<file path="src/rtl/up_axil_master.sv">
// AXI4-Lite slave to up_ipif initiator bridge. Independent write and read FSMs,
// each with an optional ack timeout that answers SLVERR instead of hanging.
module up_axil_master #(
   parameter int C_ADDR_WIDTH = 10,
   parameter int C_DATA_WIDTH = 32,
   parameter int C_TIMEOUT    = 255
) (
   input  logic                      clk,
   input  logic                      rst_n,
   input  logic [C_ADDR_WIDTH+1:0]   s_axi_awaddr,
   input  logic                      s_axi_awvalid,
   output logic                      s_axi_awready,
   input  logic [C_DATA_WIDTH-1:0]   s_axi_wdata,
   input  logic [3:0]                s_axi_wstrb,
   input  logic                      s_axi_wvalid,
   output logic                      s_axi_wready,
   output logic [1:0]                s_axi_bresp,
   output logic                      s_axi_bvalid,
   input  logic                      s_axi_bready,
   input  logic [C_ADDR_WIDTH+1:0]   s_axi_araddr,
   input  logic                      s_axi_arvalid,
   output logic                      s_axi_arready,
   output logic [C_DATA_WIDTH-1:0]   s_axi_rdata,
   output logic [1:0]                s_axi_rresp,
   output logic                      s_axi_rvalid,
   input  logic                      s_axi_rready,
   output logic [C_ADDR_WIDTH-1:0]   up_wr_addr,
   output logic [3:0]                up_wr_be,
   output logic                      up_wr_req,
   output logic [C_DATA_WIDTH-1:0]   up_wr_din,
   input  logic                      up_wr_ack,
   output logic [C_ADDR_WIDTH-1:0]   up_rd_addr,
   output logic                      up_rd_req,
   input  logic [C_DATA_WIDTH-1:0]   up_rd_dout,
   input  logic                      up_rd_ack,
   output logic [1:0]                dbg_wr_state,
   output logic [1:0]                dbg_rd_state
);

   // Handshake rule: a transfer happens on a rising edge where valid and ready are both 1.
   localparam int CW = (C_TIMEOUT > 1) ? $clog2(C_TIMEOUT) : 1;
   localparam logic [CW-1:0] TO_LAST = CW'((C_TIMEOUT > 0) ? C_TIMEOUT - 1 : 0);
   localparam bit TO_EN = (C_TIMEOUT != 0);
   localparam logic [1:0] RESP_OKAY = 2'b00;
   localparam logic [1:0] RESP_SLVERR = 2'b10;

   typedef enum logic [1:0] {W_IDLE = 2'd0, W_REQ = 2'd1, W_RESP = 2'd2} wr_state_t;
   typedef enum logic [1:0] {R_IDLE = 2'd0, R_REQ = 2'd1, R_RESP = 2'd2} rd_state_t;

   wr_state_t wr_state, wr_next;
   rd_state_t rd_state, rd_next;
   logic [CW-1:0] wr_cnt, rd_cnt;
   logic wr_accept, wr_ok, wr_err;
   logic rd_accept, rd_ok, rd_err;

   // Byte-lane bits of the AXI address carry no meaning on the word-addressed side.
   logic unused_addr_bits;
   assign unused_addr_bits = &{1'b0, s_axi_awaddr[1:0], s_axi_araddr[1:0]};

   always_comb begin
      wr_next   = wr_state;
      wr_accept = 1'b0;
      wr_ok     = 1'b0;
      wr_err    = 1'b0;
      case (wr_state)
         W_IDLE: if (s_axi_awvalid && s_axi_wvalid) begin
            wr_accept = 1'b1;
            wr_next   = W_REQ;
         end
         W_REQ: if (up_wr_ack) begin
            wr_ok   = 1'b1;
            wr_next = W_RESP;
         end else if (TO_EN && wr_cnt == TO_LAST) begin
            wr_err  = 1'b1;
            wr_next = W_RESP;
         end
         W_RESP: if (s_axi_bready) wr_next = W_IDLE;
         default: wr_next = W_IDLE;
      endcase
   end

   always_comb begin
      rd_next   = rd_state;
      rd_accept = 1'b0;
      rd_ok     = 1'b0;
      rd_err    = 1'b0;
      case (rd_state)
         R_IDLE: if (s_axi_arvalid) begin
            rd_accept = 1'b1;
            rd_next   = R_REQ;
         end
         R_REQ: if (up_rd_ack) begin
            rd_ok   = 1'b1;
            rd_next = R_RESP;
         end else if (TO_EN && rd_cnt == TO_LAST) begin
            rd_err  = 1'b1;
            rd_next = R_RESP;
         end
         R_RESP: if (s_axi_rready) rd_next = R_IDLE;
         default: rd_next = R_IDLE;
      endcase
   end

   // Readies are gated by rst_n so nothing reads as accepted while held in reset.
   assign s_axi_awready = wr_accept & rst_n;
   assign s_axi_wready  = wr_accept & rst_n;
   assign s_axi_arready = rd_accept & rst_n;
   assign up_wr_req     = (wr_state == W_REQ);
   assign s_axi_bvalid  = (wr_state == W_RESP);
   assign up_rd_req     = (rd_state == R_REQ);
   assign s_axi_rvalid  = (rd_state == R_RESP);
   assign dbg_wr_state  = wr_state;
   assign dbg_rd_state  = rd_state;

   always_ff @(posedge clk or negedge rst_n) begin
      if (!rst_n) begin
         wr_state    <= W_IDLE;
         wr_cnt      <= '0;
         up_wr_addr  <= '0;
         up_wr_din   <= '0;
         up_wr_be    <= '0;
         s_axi_bresp <= RESP_OKAY;
      end else begin
         wr_state <= wr_next;
         wr_cnt   <= (wr_state == W_REQ) ? wr_cnt + 1'b1 : '0;
         if (wr_accept) begin
            up_wr_addr <= s_axi_awaddr[C_ADDR_WIDTH+1:2];
            up_wr_din  <= s_axi_wdata;
            up_wr_be   <= s_axi_wstrb;
         end
         if (wr_ok)  s_axi_bresp <= RESP_OKAY;
         if (wr_err) s_axi_bresp <= RESP_SLVERR;
      end
   end

   always_ff @(posedge clk or negedge rst_n) begin
      if (!rst_n) begin
         rd_state    <= R_IDLE;
         rd_cnt      <= '0;
         up_rd_addr  <= '0;
         s_axi_rdata <= '0;
         s_axi_rresp <= RESP_OKAY;
      end else begin
         rd_state <= rd_next;
         rd_cnt   <= (rd_state == R_REQ) ? rd_cnt + 1'b1 : '0;
         if (rd_accept) up_rd_addr <= s_axi_araddr[C_ADDR_WIDTH+1:2];
         if (rd_ok) begin
            s_axi_rdata <= up_rd_dout;
            s_axi_rresp <= RESP_OKAY;
         end
         if (rd_err) begin
            s_axi_rdata <= '0;
            s_axi_rresp <= RESP_SLVERR;
         end
      end
   end

endmodule

</file>
<file path="config.mk">
export PLATFORM = sky130hd
export DESIGN_NAME = up_axil_master
export DESIGN_NICKNAME = d
export VERILOG_FILES = /design/src/rtl/up_axil_master.sv
export SDC_FILE = /design/constraint.sdc
export NUM_CORES = 1
export LEC_CHECK = 0
export CAP_MARGIN = 10
export CORE_ASPECT_RATIO = 0.8
export CORE_MARGIN = 3
export CORE_UTILIZATION = 42
export CTS_BUF_LIST = sky130_fd_sc_hd__clkbuf_4 sky130_fd_sc_hd__clkbuf_8 sky130_fd_sc_hd__clkbuf_16
export DETAILED_ROUTE_END_ITERATION = 12
export GPL_ROUTABILITY_DRIVEN = 0
export PLACE_DENSITY = 0.91
export RECOVER_POWER = 50
export SLEW_MARGIN = 20
export SYNTH_ARGS = -nofsm -noshare
export SYNTH_HDL_FRONTEND = slang
export SYNTH_SLANG_ARGS = --single-unit
export TNS_END_PERCENT = 100
</file>
<file path="constraint.sdc">
create_clock -name clk -period 1.8 [get_ports clk]
set_input_delay 0.36 -clock clk [delete_from_list [all_inputs] [get_ports clk]]
set_output_delay 0.36 -clock clk [all_outputs]
set_load 0.01 [all_outputs]
</file>
Word level (Yosys, flattened, before mapping)
Index checks and enable logic that the tools add are counted.
- bits in registers: 112
- input bits: 101
- output and inout port bits: 103
- word-level logic and storage cells: 66
- $add $sub $neg: 2
- equality and inequality tests: 12
- multiplexer cells: 32
- bitwise gates (word level): 2
- reductions and logical operators: 7
- operators by type and width (kind ; count):
    2-to-1 mux 32 bit ; 2
    2-to-1 mux 2 bit ; 12
    adder 8 x 1 -> 8 bit (second input constant) ; 2
    equality test 8 bit (second input constant) ; 2
    2-to-1 mux 8 bit ; 2
    2-to-1 mux 1 bit ; 14
    one-hot mux 2 bit (3 select lines) ; 2
    inequality test 3 x 1 -> 1 bit (second input constant) ; 2
    AND reduction 3 bit ; 2
    equality test 2 x 1 -> 1 bit (second input constant) ; 2
    equality test 2 bit (second input constant) ; 2
    zero test 2 bit ; 2
    inequality test 2 x 1 -> 1 bit (second input constant) ; 2
    inequality test 2 bit (second input constant) ; 2
    nonzero test 2 bit ; 2
    bitwise AND 1 bit ; 2
    logical AND 1 bit ; 1

Depth between registers and ports, before layout
Gate-level depths: netlist of run 1.
- depth in word-level cells: 5
- gate-level depth with buffers: 6
- gate-level depth less buffers: 5

Worst setup path after synthesis of run 1
No wires, ideal clock.
- path kind: register to output
- from: register wr_state[1] (netlist: dbg_wr_state[1])
- to: output s_axi_wready
- data arrival time: 1.304 ns
- required time: 1.440 ns
- slack: 0.136 ns
- cell stages (with the launch flop): 6
- path buffers: 3
- cell sequence: dfrtp_1 -> nor3_2 -> buf_6 -> buf_6 -> and2_1 -> buf_4
- longest elaborated chain between the ends: 3
- ends and longest elaborated chain (what ; line ; text):
    start, declared ; 50 ; wr_state_t wr_state, wr_next;
    start signal, assigned ; 124 ; wr_state <= wr_next;
    zero test 2 bit ; 65 ; case (wr_state)
    2-to-1 mux 1 bit ; 65 ;
    bitwise AND 1 bit ; - ;
    end, declared ; 16 ; output logic s_axi_wready,
Every way passes these cells.

Final worst setup path of run 1
- from: register wr_state[1] (netlist: dbg_wr_state[1])
- to: output s_axi_awready
- longest elaborated chain between the ends: 3
- ends and longest elaborated chain (what ; line ; text):
    zero test 2 bit ; 65 ;
    2-to-1 mux 1 bit ; 65 ;
    bitwise AND 1 bit ; 105 ; assign s_axi_awready = wr_accept & rst_n;
    end, declared ; 12 ; output logic s_axi_awready,
Every way passes these cells.

==> results of run 1 <==
## area by class of cell
class	count	share of cell area
inverters	38	0.0204
well taps	140	0.0251
repair buffers	213	0.299
clock buffers	11	0.0353
multi-input cells	195	0.220
flip-flops and latches	110	0.394
clock inverters	4	0.00680
## registers in the layout, summed over array words and instances, names as in the netlist
register	count
dbg_rd_state	2
s_axi_rdata	32
wr_cnt	8
up_wr_be	4
up_wr_addr	10
dbg_wr_state	2
s_axi_rresp	1
s_axi_bresp	1
up_rd_addr	10
up_wr_din	32
rd_cnt	8
## metal layers
layer | vias to the layer above | global-route usage | share of wire
li1 | 1661 | - | -
met1 | 1763 | 0.228 | 0.40
met2 | 147 | 0.326 | 0.50
met3 | 15 | 0.0756 | 0.088
met4 | 0 | 0.0568 | 0.011
met5 | - | 0 | 0
## power groups by stage
stage | combinational [mW] | clock (mW) | sequential [mW]
finish | 4.33 | 1.95 | 3.95
global route | 4.66 | 2.11 | 4.07
CTS | 4.38 | 2.03 | 3.95
detailed placement | 4.38 | 0 | 3.99
global placement | 4.23 | 0 | 3.92
floorplan | 1.52 | 0 | 4.31
## cell usage after synthesis
library cell / instances
dfrtp_1: 110
inv_1: 38
mux2_2: 38
o21ai_0: 35
a22oi_1: 32
mux2_1: 18
nor2_1: 11
buf_2: 10
nand3_1: 9
a21oi_1: 6
buf_4: 6
buf_6: 6
or3_1: 6
ha_1: 4
nand2_1: 4
xor2_1: 4
o21ai_1: 3
o21bai_1: 3
a22o_1: 2
a2bb2oi_1: 2
and2_1: 2
nand2b_1: 2
nand4_2: 2
nor2b_1: 2
nor3_1: 2
xnor2_1: 2
and3b_1: 1
conb_1: 1
nor3_2: 1
nor3b_2: 1
o21bai_4: 1
## worst max-delay path by stage
stage	end	slack, ps	cells after the start
3_5_place_dp	s_axi_awready	-370	5
3_3_place_gp	s_axi_wready	-280	5
5_1_grt	s_axi_awready	-2	4
6_report	s_axi_awready	60	4
2_1_floorplan	s_axi_wready	140	5
4_1_cts	up_wr_din[12]	-10	6
## metrics by stage
step                power [mW]  area [um2]  hold slack, ps   util
floorplan                 5.83        4580            64.4      -
global route              10.8        6990             504  0.669
global placement          8.15        6680             192  0.640
CTS                       10.4        6980             209  0.669
finish                    10.2        6990             482  0.669
detailed placement        8.37        6680             190  0.640
## logic make-up after synthesis
family                     synth area share
AOI/OAI and AO/OA                     0.117
xor gates and xnor gates             0.0115
adders and majority gates            0.0109
buffers and inverters                0.0667
DFF                                   0.602
muxes                                 0.138
other                              0.000820
and+or+nand+nor                      0.0531
## timing repair
item / 4_1_cts / 5_1_grt
cloned: 0 / 0
hold endpoints to repair: 3 / 0
gates resized for setup: 18 / 6
pin swaps: 3 / 3
setup buffers: 1 / 2
hold buffers: 1 / 0
setup endpoints to repair: 8 / 36
## worst register-to-register path, delay by kind of cell (launching register included)
family	cells	cell delay, ps
buffers and inverters	3	600
DFF	1	380
muxes	1	370
and+or+nand+nor	1	210
==> impl_metrics.csv, run 1 <==
group,metric,value,unit
synthesis,ys_warn_count,0,
synthesis,synth_area_leaders,"dfrtp_1 60%, mux2_2 9.4%, a22oi_1 5.3%",
setup_path,startpoint_type,"flop",
setup_path,reg2reg_to,"up_wr_be[2]",
finish,final_cell_mix,"187 x clkdlybuf4s50_1, 109 x dfrtp_1, 38 x inv_1, 38 x mux2_2, 35 x o21ai_0",
sta,skew,4.00,ps
job,drv_cap,0,
finish,final_cells,711,
setup_path,r2r_cells,5,
sta,tns,0,ps
setup_path,critPathArrivalTime,1380,ps
floorplan,io_pins,204,
setup_path,required,1440,ps
floorplan,core_area,10400,um2
sta,maxSlewHeadroom,0.227,
grt,grtUsageTotal,0.193,
status,status,"finished, final reports clean",
cts,cts_tree,"built",
grt,grt_max_degree,62,
hold_path,hold-path-endpoint,"rd_cnt[0]",
cts,cts_made_buffers,9,
placement,dp_cells,692,
sta,slew_viol_final,0,
sta,worst_pin_slew,1160,ps
finish,drive_above_1_share,0.140,
synthesis,ys_seq_area_frac,0.602,
cts,clock-sinks,110,
finish,nets,672,
setup_path,path_delay_family,"simple AND/OR/NAND/NOR gates",
placement,dp_hpwl,8730,um
route,drtAntennaViolNets,0,
synthesis,syn-instance-count,364,
power_and_ir_drop,p_switching,3.20,mW
setup_path,timing.critical_path.buf_inv,2,
sta,hold_violations,0,
sta,worst_slack,64.5,ps
power_and_ir_drop,cellPowerDensity,1460,nW/um2
hold_path,hold_path_depth,1,
setup_path,worstPathCellList,"buf_4 -> nor3_4 -> and2_4 -> buf_2",
sta,fin_crit,1740,ps
grt,antenna_found_initial,0,
synthesis,yosysTopAreaCell,"dfrtp_1",
floorplan,rows,33,
setup_path,cp-startpoint,"dbg_wr_state[1]",
setup_path,cp_max_fo,2,
placement,detailedPlace.worstSlack,-374,ps
synthesis,avgSynthCellArea,12.6,um2
setup_path,criticalPathCategory,"flop to output pin",
power_and_ir_drop,pwr-share-clk,0.191,
grt,grt-ovfl-total,0,
route,drt-pass1-iter-count,6,
power_and_ir_drop,p_sw_frac,0.313,
power_and_ir_drop,p_int,7.03,mW
route,drc_errors,0,
synthesis,synthesis.area,4570,um2
finish,seqCellArea,2750,um2
power_and_ir_drop,seqPwrFrac,0.386,
floorplan,fp.dieH,99.3,um
power_and_ir_drop,p_comb_frac,0.423,
sta,setup_viol,0,
route,routed_wl,11800,um
setup_path,max_stage_delay,380,ps
cts,clk_pin_slew_worst_paths,70,ps
synthesis,ys_ff_latch,110,
floorplan,start_util,0.438,
grt,grt_pass1_vias,3733,
power_and_ir_drop,ir_drop,1080,uV
sta,period_share,0.964,
synthesis,yosys.area.top_type_share,0.602,
setup_path,cpMaxStageDelayCell,"dfrtp_1",
synthesis,synth_cell_type_count,31,
sta,fmax,576,MHz
finish,area_growth_syn_to_layout,52.8,%
route,wl_per_cell,16.5,um
setup_path,end_kind,"output pin",
power_and_ir_drop,power.leakage,3.06,nW
route,vias,3586,
floorplan,die_area,12200,um2
hold_path,hold_class,"flop to flop",
finish,n_antenna_cell,0,
cts,cts_buffer_depth,2,
finish,fillers,735,
cts,clk_latency,340,ps
cts,cts_root_buffer,"clkbuf_16",
finish,final_common_cell,"clkdlybuf4s50_1",
route,via_per_inst,5.04,
grt,grt_pass1_wl,18500,um
hold_path,worstHoldStart,"rd_cnt[0]",
route,drtIter0Drc,171,
placement,place.port_buffers,197,
floorplan,die_x,123,um
cts,cts_max_level,3,
finish,multi_input_area,1530,um2
setup_path,r2r-start,"dbg_wr_state[1]",
setup_path,reg2reg_slack,110,ps
Note: power is estimated with default switching activity, not from simulation.
==> inputs of run 2 (changes only) <==
--- a/config.mk
+++ b/config.mk
@@ -5,6 +5,7 @@
 export SDC_FILE = /design/constraint.sdc
 export NUM_CORES = 1
 export LEC_CHECK = 0
+export ABC_AREA = 0
 export CAP_MARGIN = 10
 export CORE_ASPECT_RATIO = 0.8
 export CORE_MARGIN = 3
==> results of run 2 <==
Same layout as run 1: the final DEF is identical, and so are final timing and power.
